$ cat src/rtl/hash_msg_feeder.sv
// hash_msg_feeder: buffers host bytes in a small FIFO and streams one message
// at a time into a hash core, then waits for the core's completion level and
// captures its digest.
// Optional feature macro: HASH_FEEDER_DIGEST_CHECK_EN adds exp_digest / match,
// a registered comparison of the captured digest against an expected value.
module hash_msg_feeder #(
  parameter int FIFO_DEPTH = 16
) (
  input  logic        clk,
  input  logic        rst,
  input  logic        start,
  input  logic [63:0] msg_len,
  input  logic        s_valid,
  input  logic [7:0]  s_data,
  output logic        s_ready,
  output logic        busy,
  output logic        M_valid,
  output logic [63:0] C_in,
  output logic [7:0]  M,
  input  logic        hash_ready,
  input  logic [31:0] digest_in,
  output logic        done,
`ifdef HASH_FEEDER_DIGEST_CHECK_EN
  input  logic [31:0] exp_digest,
  output logic [0:0]  match,
`endif
  output logic [31:0] digest
);

  localparam int AW = (FIFO_DEPTH > 1) ? $clog2(FIFO_DEPTH) : 1;

  typedef enum logic [1:0] {
    IDLE = 2'd0,
    SEND = 2'd1,
    WAIT = 2'd2
  } state_t;

  state_t state_r;
  state_t state_nxt_s;

  // Byte buffer storage and bookkeeping
  logic [7:0]    mem_r [FIFO_DEPTH];
  logic [AW-1:0] wr_ptr_r;
  logic [AW-1:0] rd_ptr_r;
  logic [AW:0]   count_r;
  logic          full_s;
  logic          empty_s;
  logic          push_s;
  logic          pop_s;

  // Message and output registers
  logic [63:0]   remaining_r;
  logic [63:0]   c_in_r;
  logic          m_valid_r;
  logic [7:0]    m_r;
  logic          done_r;
  logic [31:0]   digest_r;
  logic          armed_r;

  // Per-cycle control decoded from the FSM
  logic          load_s;
  logic          emit_zero_s;
  logic          capture_s;

  assign full_s  = (count_r == (AW+1)'(FIFO_DEPTH));
  assign empty_s = (count_r == {(AW+1){1'b0}});
  assign push_s  = s_valid & ~full_s;

  assign s_ready = ~full_s;
  assign busy    = (state_r != IDLE);
  assign M_valid = m_valid_r;
  assign M       = m_r;
  assign C_in    = c_in_r;
  assign done    = done_r;
  assign digest  = digest_r;

  // FSM state register
  always_ff @(posedge clk) begin
    if (rst) begin
      state_r <= IDLE;
    end else begin
      state_r <= state_nxt_s;
    end
  end

  // Next-state and per-cycle control decode
  always_comb begin
    state_nxt_s = state_r;
    load_s      = 1'b0;
    pop_s       = 1'b0;
    emit_zero_s = 1'b0;
    capture_s   = 1'b0;
    case (state_r)
      IDLE: begin
        if (start) begin
          load_s      = 1'b1;
          state_nxt_s = SEND;
        end else begin
          state_nxt_s = IDLE;
        end
      end
      SEND: begin
        // remaining is only zero here on entry with a zero-length message:
        // the last real byte always moves the FSM straight to WAIT.
        if (remaining_r == 64'd0) begin
          emit_zero_s = 1'b1;
          state_nxt_s = WAIT;
        end else if (!empty_s) begin
          pop_s = 1'b1;
          if (remaining_r == 64'd1) begin
            state_nxt_s = WAIT;
          end else begin
            state_nxt_s = SEND;
          end
        end else begin
          state_nxt_s = SEND;
        end
      end
      WAIT: begin
        if (armed_r && hash_ready) begin
          capture_s   = 1'b1;
          state_nxt_s = IDLE;
        end else begin
          state_nxt_s = WAIT;
        end
      end
      default: begin
        state_nxt_s = IDLE;
      end
    endcase
  end

  // FIFO storage write port (contents need no reset; occupancy is reset)
  always_ff @(posedge clk) begin
    if (push_s) begin
      mem_r[wr_ptr_r] <= s_data;
    end
  end

  // FIFO pointers and occupancy; push and pop in one cycle cancel out
  always_ff @(posedge clk) begin
    if (rst) begin
      wr_ptr_r <= {AW{1'b0}};
      rd_ptr_r <= {AW{1'b0}};
      count_r  <= {(AW+1){1'b0}};
    end else begin
      if (push_s) begin
        wr_ptr_r <= wr_ptr_r + AW'(1'b1);
      end
      if (pop_s) begin
        rd_ptr_r <= rd_ptr_r + AW'(1'b1);
      end
      case ({push_s, pop_s})
        2'b10:   count_r <= count_r + (AW+1)'(1'b1);
        2'b01:   count_r <= count_r - (AW+1)'(1'b1);
        default: count_r <= count_r;
      endcase
    end
  end

  // Message length, byte stream to the core, and digest capture
  always_ff @(posedge clk) begin
    if (rst) begin
      c_in_r      <= 64'd0;
      remaining_r <= 64'd0;
      m_valid_r   <= 1'b0;
      m_r         <= 8'h00;
      done_r      <= 1'b0;
      digest_r    <= 32'h0000_0000;
    end else begin
      if (load_s) begin
        c_in_r      <= msg_len;
        remaining_r <= msg_len;
      end else if (pop_s) begin
        remaining_r <= remaining_r - 64'd1;
      end
      m_valid_r <= pop_s | emit_zero_s;
      if (pop_s) begin
        m_r <= mem_r[rd_ptr_r];
      end else if (emit_zero_s) begin
        m_r <= 8'h00;
      end
      done_r <= capture_s;
      if (capture_s) begin
        digest_r <= digest_in;
      end
    end
  end

  // Completion arming: a level already high when WAIT is entered is stale,
  // so the core must be seen low at least once in WAIT before it counts.
  always_ff @(posedge clk) begin
    if (rst) begin
      armed_r <= 1'b0;
    end else if (state_r != WAIT) begin
      armed_r <= 1'b0;
    end else if (!hash_ready) begin
      armed_r <= 1'b1;
    end
  end

`ifdef HASH_FEEDER_DIGEST_CHECK_EN
  logic match_r;
  assign match = match_r;

  // Digest comparison, updated together with the done pulse
  always_ff @(posedge clk) begin
    if (rst) begin
      match_r <= 1'b0;
    end else if (capture_s) begin
      match_r <= (digest_in == exp_digest);
    end
  end
`endif

endmodule

$ cat config.mk
export PLATFORM = sky130hd
export DESIGN_NAME = hash_msg_feeder
export DESIGN_NICKNAME = d
export VERILOG_FILES = /design/src/rtl/hash_msg_feeder.sv
export SDC_FILE = /design/constraint.sdc
export NUM_CORES = 1
export LEC_CHECK = 0
export ABC_CLOCK_PERIOD_IN_PS = 4650
export CAP_MARGIN = 20
export CORE_MARGIN = 5
export CORE_UTILIZATION = 30
export CTS_CLUSTER_SIZE = 14
export DETAILED_ROUTE_END_ITERATION = 10
export PLACE_DENSITY = 0.49
export SYNTH_ARGS = -nofsm -noshare
export SYNTH_HDL_FRONTEND = slang
export SYNTH_SLANG_ARGS = --single-unit
$ cat constraint.sdc
create_clock -name clk -period 4.65 [get_ports clk]
set_input_delay 0.465 -clock clk [delete_from_list [all_inputs] [get_ports clk]]
set_output_delay 0.465 -clock clk [all_outputs]
set_load 0.01 [all_outputs]
==> run_results.csv, run 1 <==
group,metric,value,unit
clock_tree,cts_max_path_buffers,3,
clock_tree,cts_tree,"done",
clock_tree,cts_buffers,38,
timing,fmax,254.2,MHz
pwr,vdd_drop_max,239.3,µV
floorplanning,fp.dieH,220.2,µm
pwr,p_leak,0.005669,µW
floorplanning,start_util,30.16,%
setup_path,crit_top_cell,"ha_1",
setup_path,endpoint_kind,"flop",
clock_tree,cts_resized,0,
clock_tree,clkLatencyLatePin,0.55,ns
timing,rsz0062_at_grt,"no",
grt,grt_usage,15.18,%
timing,hold_violations,0,
setup_path,crit_type,"flop to flop",
timing,timing.final.crit_share,84.62,%
clock_tree,cts_sinks,318,
timing,setup_tns,0,ns
routing,num_vias,10020,
outcome,status,"complete, no violations",
grt,grt_pass1_wl,57770,µm
timing,fin_skew,0.02826,ns
timing,worstMarginPinSlew,1.100,ns
floorplanning,fp.dieW,220.2,µm
clock_tree,cts_setup_buffers,0,
place,hpwl,25850,µm
yosys,synthFlopType,"dfxtp_1",
place,io_buffers,216,
timing,final_max_slew_viol_count,0,
yosys,synth_edf_count,128,
setup_path,crit_family,"simple AND/OR/NAND/NOR gates",
setup_path,arrival,4.40,ns
setup_path,slowest_stage,"or4_1",
yosys,synth_area,13250,µm²
setup_path,critPathMaxFanout,9,
yosys,yosysSeqAreaShare,57.71,%
clock_tree,clk_pin_slew,0.06,ns
pwr,cellPowerDensity,423.4,nW/µm²
routing,drt-met1-wl,17840,µm
finish,layout-drive-gt1-share,10.57,%
grt,grt_pass1_vias,9664,
grt,grt_max_degree,108,
routing,first_iter_violations,671,
routing,wl_met3,2347,µm
setup_path,critPathBufInv,1,
yosys,ys_warn_count,0,
timing,setup_viol,0,
routing,vias_per_cell,4.932,
finish,final_nets,1529,
place,postPlaceCellArea,15990,µm²
timing,min_period,3.935,ns
routing,wl_per_cell,18.84,µm
routing,drc_errors,0,
routing,final_antenna_net_count,0,
routing,wl_met2,17340,µm
yosys,syn-instance-count,1217,
setup_path,cp-start-kind,"flop",
yosys,async_flop_share,0,%
routing,dr.pass1.iters,7,
floorplanning,coreArea,43930,µm²
clock_tree,h-tree-depth,2,
yosys,synth-seq-cells,318,
finish,seqCellArea,7650,µm²
job,cap_violations,0,
yosys,synth_cell_types,63,
yosys,syn-num-nets,1337,
floorplanning,io_pins,217,
routing,wirelength,38260,µm
setup_path,worstPathCellList,"or4_1 > nor3_2 > nand4_2 > o21ai_2 > inv_1 > ha_1 > xor2_1 > ha_1 > o21a_1 > o21ai_0 > o21bai_1 > xnor2_1 > or3_1 > a21oi_1",
setup_path,slowest_delay,0.73,ns
floorplanning,die-area,48470,µm²
finish,multiInputGateArea,5235,µm²
finish,final_cell_mix,"215 x nand2_1, 215 x clkdlybuf4s50_1, 188 x dfxtp_1, 128 x edfxtp_1, 106 x a21oi_1",
finish,final_area,17260,µm²
min_path,hold_path_class,"primary input to flop",
place,gp_congestion,0.7875,
routing,routed.top_layer,"met5",
clock_tree,ctsHoldBuffers,0,
yosys,avgSynthCellArea,10.89,µm²
timing,slew_headroom,26.42,%
floorplanning,fp-row-count,77,
finish,nFillCells,4368,
pwr,total_power,7310,µW
finish,syn_to_final_growth,30.27,%
grt,antenna_found_initial,2,
clock_tree,clockRootBuffer,"clkbuf_16",
grt,grt-ovfl-total,0,
setup_path,cp_data_required_time,5.12,ns
==> worst paths after layout <==
path              slack [ns]         end             from  cells after the start
setup / recovery        0.72  count_r[4]  remaining_r[26]                     14
hold / removal          0.40        done              rst                      2
setup reg to reg        0.72  count_r[4]  remaining_r[26]                     14
hold reg to reg         0.45   digest[6]        digest[6]                      2
==> worst reg2reg max path, cell delays in order, from the launching register on <==
cell and delay (ns):
dfxtp_1 0.35, or4_1 0.73, nor3_2 0.36, nand4_2 0.28, o21ai_2 0.23, inv_1 0.15, ha_1 0.33, xor2_1 0.20
ha_1 0.22, o21a_1 0.17, o21ai_0 0.15, o21bai_1 0.09, xnor2_1 0.13, or3_1 0.31, a21oi_1 0.14
==> report_power, final <==
part,internal [µW],switching (µW)
sequential,3050,177
combinational,560,567
clock,1760,1190
==> cells by family (layout without fill, tap and decap cells) <==
family	count (synthesis)	after routing	synth area share, %
mux	44	44	7.100
compound gates	238	238	11.57
buf+inv	95	316	2.936
other cells	0	1	0
simple gates	483	483	17.80
flops	318	318	57.71
fa+ha+maj	11	11	1.039
xor+xnor	28	28	1.851
==> registers in the layout, indices dropped and copies added (netlist names), 2 cells and up, named ones only <==
register	flops
mem_r	128
state_r	2
rd_ptr_r	4
wr_ptr_r	4
C_in	64
count_r	5
remaining_r	64
M	8
digest	32
==> per-stage QoR <==
step / hold slack, ns / cells / setup slack [ns] / util [%]
floorplan: 0.4585 / 1217 / 0.7786 / -
finish: 0.4029 / 2031 / 0.7153 / 39.29
CTS: 0.4314 / 2027 / 0.6854 / 39.22
global route: 0.4492 / 2031 / 0.4523 / 39.29
global placement: 0.4425 / 1954 / 0.8128 / 36.30
detailed placement: 0.4457 / 1958 / 0.7316 / 36.39
==> cells in the mapped netlist, types with 18 or more instances <==
cell type / n / area, µm²
o21ai_0: 20 / 100.1
or4_1: 29 / 217.7
edfxtp_1: 128 / 3844
xnor2_1: 18 / 157.7
a21oi_1: 106 / 530.5
nor4_1: 30 / 187.7
dfxtp_1: 190 / 3804
or3_1: 23 / 143.9
nor3_1: 19 / 95.09
nor2_1: 99 / 371.6
a211oi_1: 26 / 195.2
clkbuf_1: 72 / 270.3
mux4_2: 40 / 900.9
nand2_1: 216 / 810.8
a311oi_1: 22 / 192.7
==> final cells by class <==
| class | count | area share, % |
|---|---|---|
| flip-flops and latches | 318 | 44.31 |
| multi-input cells | 804 | 30.33 |
| repair buffers | 238 | 13.67 |
| clock buffers | 56 | 6.371 |
| well taps | 592 | 4.291 |
| clock inverters | 13 | 0.8190 |
| inverters | 9 | 0.1957 |
| diodes | 1 | 0.01450 |
==> per-layer routing <==
layer | vias up | global-route usage, %
li1 | 4888 | -
met5 | - | 0
met2 | 223 | 23.85
met4 | 2 | 4.306
met1 | 4851 | 21.17
met3 | 53 | 3.475
Power figures use the tool's default switching activity.
==> run 2: changes to the inputs <==
--- a/config.mk
+++ b/config.mk
@@ -5,13 +5,13 @@
 export SDC_FILE = /design/constraint.sdc
 export NUM_CORES = 1
 export LEC_CHECK = 0
-export ABC_CLOCK_PERIOD_IN_PS = 4650
+export ABC_CLOCK_PERIOD_IN_PS = 3500
 export CAP_MARGIN = 20
 export CORE_MARGIN = 5
 export CORE_UTILIZATION = 30
 export CTS_CLUSTER_SIZE = 14
 export DETAILED_ROUTE_END_ITERATION = 10
-export PLACE_DENSITY = 0.49
+export PLACE_DENSITY = 0.51
 export SYNTH_ARGS = -nofsm -noshare
 export SYNTH_HDL_FRONTEND = slang
 export SYNTH_SLANG_ARGS = --single-unit
==> constraint.sdc (replaced) <==
create_clock -name clk -period 3.5 [get_ports clk]
set_input_delay 0.35 -clock clk [delete_from_list [all_inputs] [get_ports clk]]
set_output_delay 0.35 -clock clk [all_outputs]
set_load 0.01 [all_outputs]
==> run 2 against run 1 <==
Clock power increased by 30%. Setup slack got worse by 0.49 ns. Critical path depth unchanged. Total power increased by 32%. Design area increased by 1.2%. Clock-buffer cell count unchanged.
==> run_results.csv, run 2 (same netlist as run 1, synthesis figures left out) <==
group,metric,value,unit
setup_path,critPathMaxFanout,6,
grt,grt_pass1_vias,9716,
setup_path,endpoint_kind,"flop",
min_path,min_from,"rst",
timing,setup_viol,0,
routing,num_vias,10100,
pwr,p_switching,2580,µW
routing,first_iter_violations,666,
finish,syn_to_final_growth,31.80,%
routing,drc_errors,0,
floorplanning,die-area,48470,µm²
routing,final_antenna_net_count,0,
grt,met3_usage,3.461,%
timing,fin_skew,0.03598,ns
clock_tree,cts_buffers,37,
setup_path,worstReg2RegStart,"remaining_r[33]",
routing,wirelength,37490,µm
setup_path,r2r_cells,14,
grt,grt_pass1_wl,57550,µm
timing,min_period,3.276,ns
setup_path,crit_family,"simple AND/OR/NAND/NOR gates",
timing,worstMarginPinSlew,0.9581,ns
timing,fmax,305.3,MHz
place,gp_congestion,0.7680,
setup_path,slowest_delay,0.59,ns
clock_tree,clk_pin_slew,0.06,ns
grt,grt_most_used_layer,"met2",
timing,setup_tns,0,ns
grt,grt-ovfl-total,0,
timing,rsz0062_at_grt,"no",
grt,grt_use_met1,21.13,%
floorplanning,fp.dieW,220.2,µm
pwr,power_frac_seq,43.5,%
timing,slew_headroom,35.89,%
pwr,p_leak,0.005778,µW
routing,dr.pass1.iters,6,
setup_path,slowest_stage,"or4_4",
finish,layout-drive-gt1-share,12.28,%
timing,hold_violations,0,
finish,largest_reg_flops,128,
clock_tree,clkLatencyLatePin,0.57,ns
pwr,total_power,9667,µW
setup_path,r2r_end,"count_r[4]",
grt,antenna_found_initial,1,
min_path,holdPathStages,2,
finish,seqCellArea,7649,µm²
clock_tree,ctsHoldBuffers,0,
pwr,internal_power,7088,µW
grt,grt_usage,15.03,%
setup_path,critPathBufInv,1,
finish,final_nets,1550,
clock_tree,cts_tree,"done",
pwr,cellPowerDensity,553.5,nW/µm²
timing,final_max_slew_viol_count,0,
floorplanning,coreArea,43930,µm²
setup_path,worstPathCellList,"or4_4 > nor3_4 > nand4_2 > o21ai_2 > inv_2 > ha_1 > xor2_1 > ha_2 > o21a_1 > o21ai_0 > o21bai_1 > xnor2_1 > or3_1 > a21oi_1",
job,cap_violations,0,
floorplanning,fp.dieH,220.2,µm
clock_tree,cts_sinks,318,
grt,grt_max_degree,99,
clock_tree,h-tree-depth,2,
setup_path,cp-start-kind,"flop",
outcome,status,"complete, no violations",
setup_path,crit_type,"flop to flop",
setup_path,arrival,3.76,ns
routing,wl_per_cell,18.28,µm
timing,timing.final.crit_share,93.59,%
clock_tree,clockRootBuffer,"clkbuf_16",
place,hpwl,25370,µm
setup_path,cp_data_required_time,3.98,ns
min_path,holdPathEnd,"done",
finish,registers.top_by_ff_count,"mem_r",
grt,met2_usage,23.92,%
floorplanning,io_pins,217,
timing,whs,0.3156,ns
finish,final_cell_mix,"215 x nand2_1, 215 x clkdlybuf4s50_1, 189 x dfxtp_1, 128 x edfxtp_1, 106 x a21oi_1",
place,io_buffers,216,
setup_path,reg2reg_slack,0.22,ns
min_path,hold_path_class,"primary input to flop",
pwr,comb_power_share,16.7,%
pwr,p_clk_share,39.8,%
pwr,vdd_drop_max,352.6,µV
routing,vias_per_cell,4.925,
clock_tree,cts_max_path_buffers,3,
finish,multiInputGateArea,5266,µm²
pwr,swShare,26.68,%
floorplanning,start_util,30.16,%
floorplanning,fp-row-count,77,
finish,nFillCells,4255,
==> run 2: cell count changes in the layout (fill, tap and decap cells not counted), moves of 2 or more <==
cell,change
buf_12,+2
buf_4,+25
buf_6,-5
clkbuf_16,-2
clkbuf_8,+3
clkinv_16,+3
inv_6,-3
nor3_2,-2
or4_1,-3
or4_4,+3
==> run 2: power by group through the flow <==
stage               clock (µW)  sequential [µW]  combinational [µW]
CTS                       4000             4210                1630
global route              4150             4230                1780
global placement             0             4270                1620
detailed placement           0             4280                1620
finish                    3850             4210                1610
floorplan                    0             4260                1030
==> run 2: layout make-up <==
type / count / share of cell area (%)
diodes: 1 / 0.01433
inverters: 9 / 0.1934
well taps: 592 / 4.241
flip-flops and latches: 318 / 43.79
clock buffers: 56 / 6.225
repair buffers: 260 / 14.49
multi-input cells: 804 / 30.15
clock inverters: 11 / 0.8883
==> run 2: worst register-to-register path, cell delays in order (launching register included) <==
cell and delay, ns:
dfxtp_1 0.34, or4_4 0.59, nor3_4 0.26, nand4_2 0.15, o21ai_2 0.17, inv_2 0.10, ha_1 0.22, xor2_1 0.17
ha_2 0.20, o21a_1 0.16, o21ai_0 0.17, o21bai_1 0.11, xnor2_1 0.14, or3_1 0.31, a21oi_1 0.14
==> run 2: worst max path at each step <==
stage	end	cells past startpoint	slack, ns	startpoint
2_1_floorplan	count_r[4]	16	0.009	remaining_r[22]
3_3_place_gp	count_r[4]	14	0.18	remaining_r[37]
5_1_grt	count_r[4]	14	0.03	remaining_r[57]
3_5_place_dp	count_r[4]	14	0.17	remaining_r[37]
6_report	count_r[4]	14	0.22	remaining_r[33]
4_1_cts	count_r[4]	14	0.15	remaining_r[37]
==> run 2: repair_timing <==
| action | 4_1_cts | 5_1_grt |
|---|---|---|
| gates resized for setup | 0 | 4 |
| buffers inserted | 0 | 0 |
| endpoints found under the setup margin | 0 | 1 |
==> run 2: stage by stage <==
step / worst slack [ns] / area (µm²) / util [%] / std cells
5_1_grt: 0.03067 / 17470 / 39.76 / 2051
3_3_place_gp: 0.1762 / 16200 / 36.87 / 1982
2_1_floorplan: 0.008832 / 13290 / - / 1217
4_1_cts: 0.1451 / 17440 / 39.70 / 2049
6_report: 0.2244 / 17470 / 39.76 / 2051
3_5_place_dp: 0.1678 / 16200 / 36.87 / 1982
==> run 2: routing by layer <==
metal / part of all wire (%) / up-vias / wire, µm
met2: 45 / 224 / 17010
met5: 0 / - / 0
li1: - / 4936 / -
met3: 5.7 / 36 / 2136
met1: 47 / 4906 / 17750
met4: 1.6 / 0 / 586
==> run 3: changes to the inputs <==
--- a/config.mk
+++ b/config.mk
@@ -9,6 +9,7 @@
 export CAP_MARGIN = 20
 export CORE_MARGIN = 5
 export CORE_UTILIZATION = 30
+export CTS_CLUSTER_DIAMETER = 40
 export CTS_CLUSTER_SIZE = 14
 export DETAILED_ROUTE_END_ITERATION = 10
 export PLACE_DENSITY = 0.51
==> run 3 against run 2 <==
Sequential power about the same. Non-clock buffer count stayed put. Fmax down 0.46%. Largest power group is now clock. Highest routed layer unchanged.
==> run_results.csv, run 3 (same netlist as run 1, synthesis figures left out) <==
group,metric,value,unit
setup_path,arrival,3.79,ns
setup_path,worstPathCellList,"or4_1 > nor2b_2 > nand4_1 > o21ai_2 > inv_2 > ha_1 > xor2_1 > ha_2 > o21a_1 > o21ai_0 > o21bai_1 > xnor2_1 > or3_1 > a21oi_1",
setup_path,cp_data_required_time,4.00,ns
floorplanning,fp.dieW,220.2,µm
grt,grt_pass1_wl,58330,µm
place,gp_congestion,0.7680,
routing,first_iter_violations,630,
min_path,hold_path_class,"primary input to flop",
setup_path,endpoint_kind,"flop",
floorplanning,fp-row-count,77,
routing,vias_per_cell,4.907,
floorplanning,io_pins,217,
timing,fmax,303.9,MHz
place,io_buffers,216,
clock_tree,cts_buffers,53,
clock_tree,clk_pin_slew,0.06,ns
floorplanning,die-area,48470,µm²
grt,grt-ovfl-total,0,
setup_path,cp-start-kind,"flop",
finish,final_cell_mix,"215 x nand2_1, 215 x clkdlybuf4s50_1, 189 x dfxtp_1, 128 x edfxtp_1, 106 x a21oi_1",
job,cap_violations,0,
timing,slew_headroom,31.65,%
finish,final_nets,1566,
timing,final_max_slew_viol_count,0,
finish,largest_reg_flops,128,
clock_tree,h-tree-depth,2,
grt,grt_usage,15.27,%
timing,hold_violations,0,
finish,syn_to_final_growth,36.78,%
timing,fin_skew,0.03657,ns
timing,min_period,3.291,ns
outcome,status,"complete, no violations",
floorplanning,start_util,30.16,%
timing,setup_viol,0,
routing,wirelength,37800,µm
timing,rsz0062_at_grt,"no",
timing,setup_tns,0,ns
clock_tree,clockRootBuffer,"clkbuf_16",
clock_tree,cts_sinks,318,
setup_path,crit_type,"flop to flop",
timing,timing.final.crit_share,94.02,%
clock_tree,cts_setup_buffers,0,
finish,layout-drive-gt1-share,14.16,%
setup_path,slowest_stage,"or4_1",
floorplanning,coreArea,43930,µm²
pwr,vdd_drop_max,382.4,µV
pwr,cellPowerDensity,623.1,nW/µm²
setup_path,slowest_delay,0.62,ns
routing,dr.pass1.iters,5,
floorplanning,fp.dieH,220.2,µm
clock_tree,clkLatencyLatePin,0.59,ns
routing,final_antenna_net_count,0,
clock_tree,cts_tree,"done",
clock_tree,cts_max_path_buffers,3,
setup_path,critPathMaxFanout,6,
grt,grt_max_degree,99,
grt,antenna_found_initial,1,
pwr,total_power,11290,µW
grt,grt_pass1_vias,9863,
place,hpwl,25370,µm
finish,nFillCells,4206,
pwr,p_leak,0.006088,µW
finish,registers.top_by_ff_count,"mem_r",
routing,num_vias,10220,
routing,wl_per_cell,18.15,µm
timing,worstMarginPinSlew,1.021,ns
routing,drc_errors,0,
-- run 3: what timing repair did --
item | in CTS | in global routing
hold buffers | 0 | 0
endpoints found under the setup margin | 0 | 1
resized for setup | 0 | 4
-- run 3: critical path: cells and delay by family (launching register included) --
kind / cells / cell delay (ns)
AOI/OAI and AO/OA: 5 / 0.78
xor gates and xnor gates: 2 / 0.31
adders and majority gates: 2 / 0.41
buffers and inverters: 1 / 0.10
DFF: 1 / 0.35
and+or+nand+nor: 4 / 1.27
-- run 3: area by class of cell --
cell class	count	area (µm²)	area share (%)
flip-flops and latches	318	7649	42.20
clock buffers	66	1436	7.925
inverters	9	33.78	0.1864
multi-input cells	804	5266	29.06
clock inverters	33	465.4	2.568
diodes	1	2.502	0.01381
well taps	592	740.7	4.087
repair buffers	260	2531	13.97
-- run 3: layer usage --
layer | vias to the layer above | GRT usage, % | part of all wire, %
li1 | 4980 | - | -
met1 | 4898 | 21.27 | 46
met2 | 287 | 24.03 | 45
met3 | 57 | 3.667 | 6.6
met4 | 0 | 4.015 | 2.0
met5 | - | 0 | 0
-- run 3: worst paths after layout --
path / from / endpoint / slack [ns] / cells past startpoint
max: remaining_r[57] / count_r[4] / 0.21 / 14
min: rst / done / 0.28 / 2
max reg2reg: remaining_r[57] / count_r[4] / 0.21 / 14
min reg2reg: C_in[32] / C_in[32] / 0.45 / 2
-- run 3: metrics by stage --
stage	setup WS [ns]	instances	instance area, µm²	util, %	hold slack, ns
after floorplan	0.008832	1217	13290	-	0.4489
after global placement	0.1762	1982	16200	36.87	0.4409
after detailed placement	0.1678	1982	16200	36.87	0.4463
after CTS	0.1480	2081	18100	41.20	0.2530
after global routing	0.01860	2083	18120	41.26	0.2871
final	0.2092	2083	18120	41.26	0.2787
-- run 3: report_power, final --
group	switching (µW)	internal (µW)	total, µW	leakage, µW
sequential	156	4050	4210	0.00271
combinational	829	785	1610	0.00246
clock	1870	3600	5470	0.000919
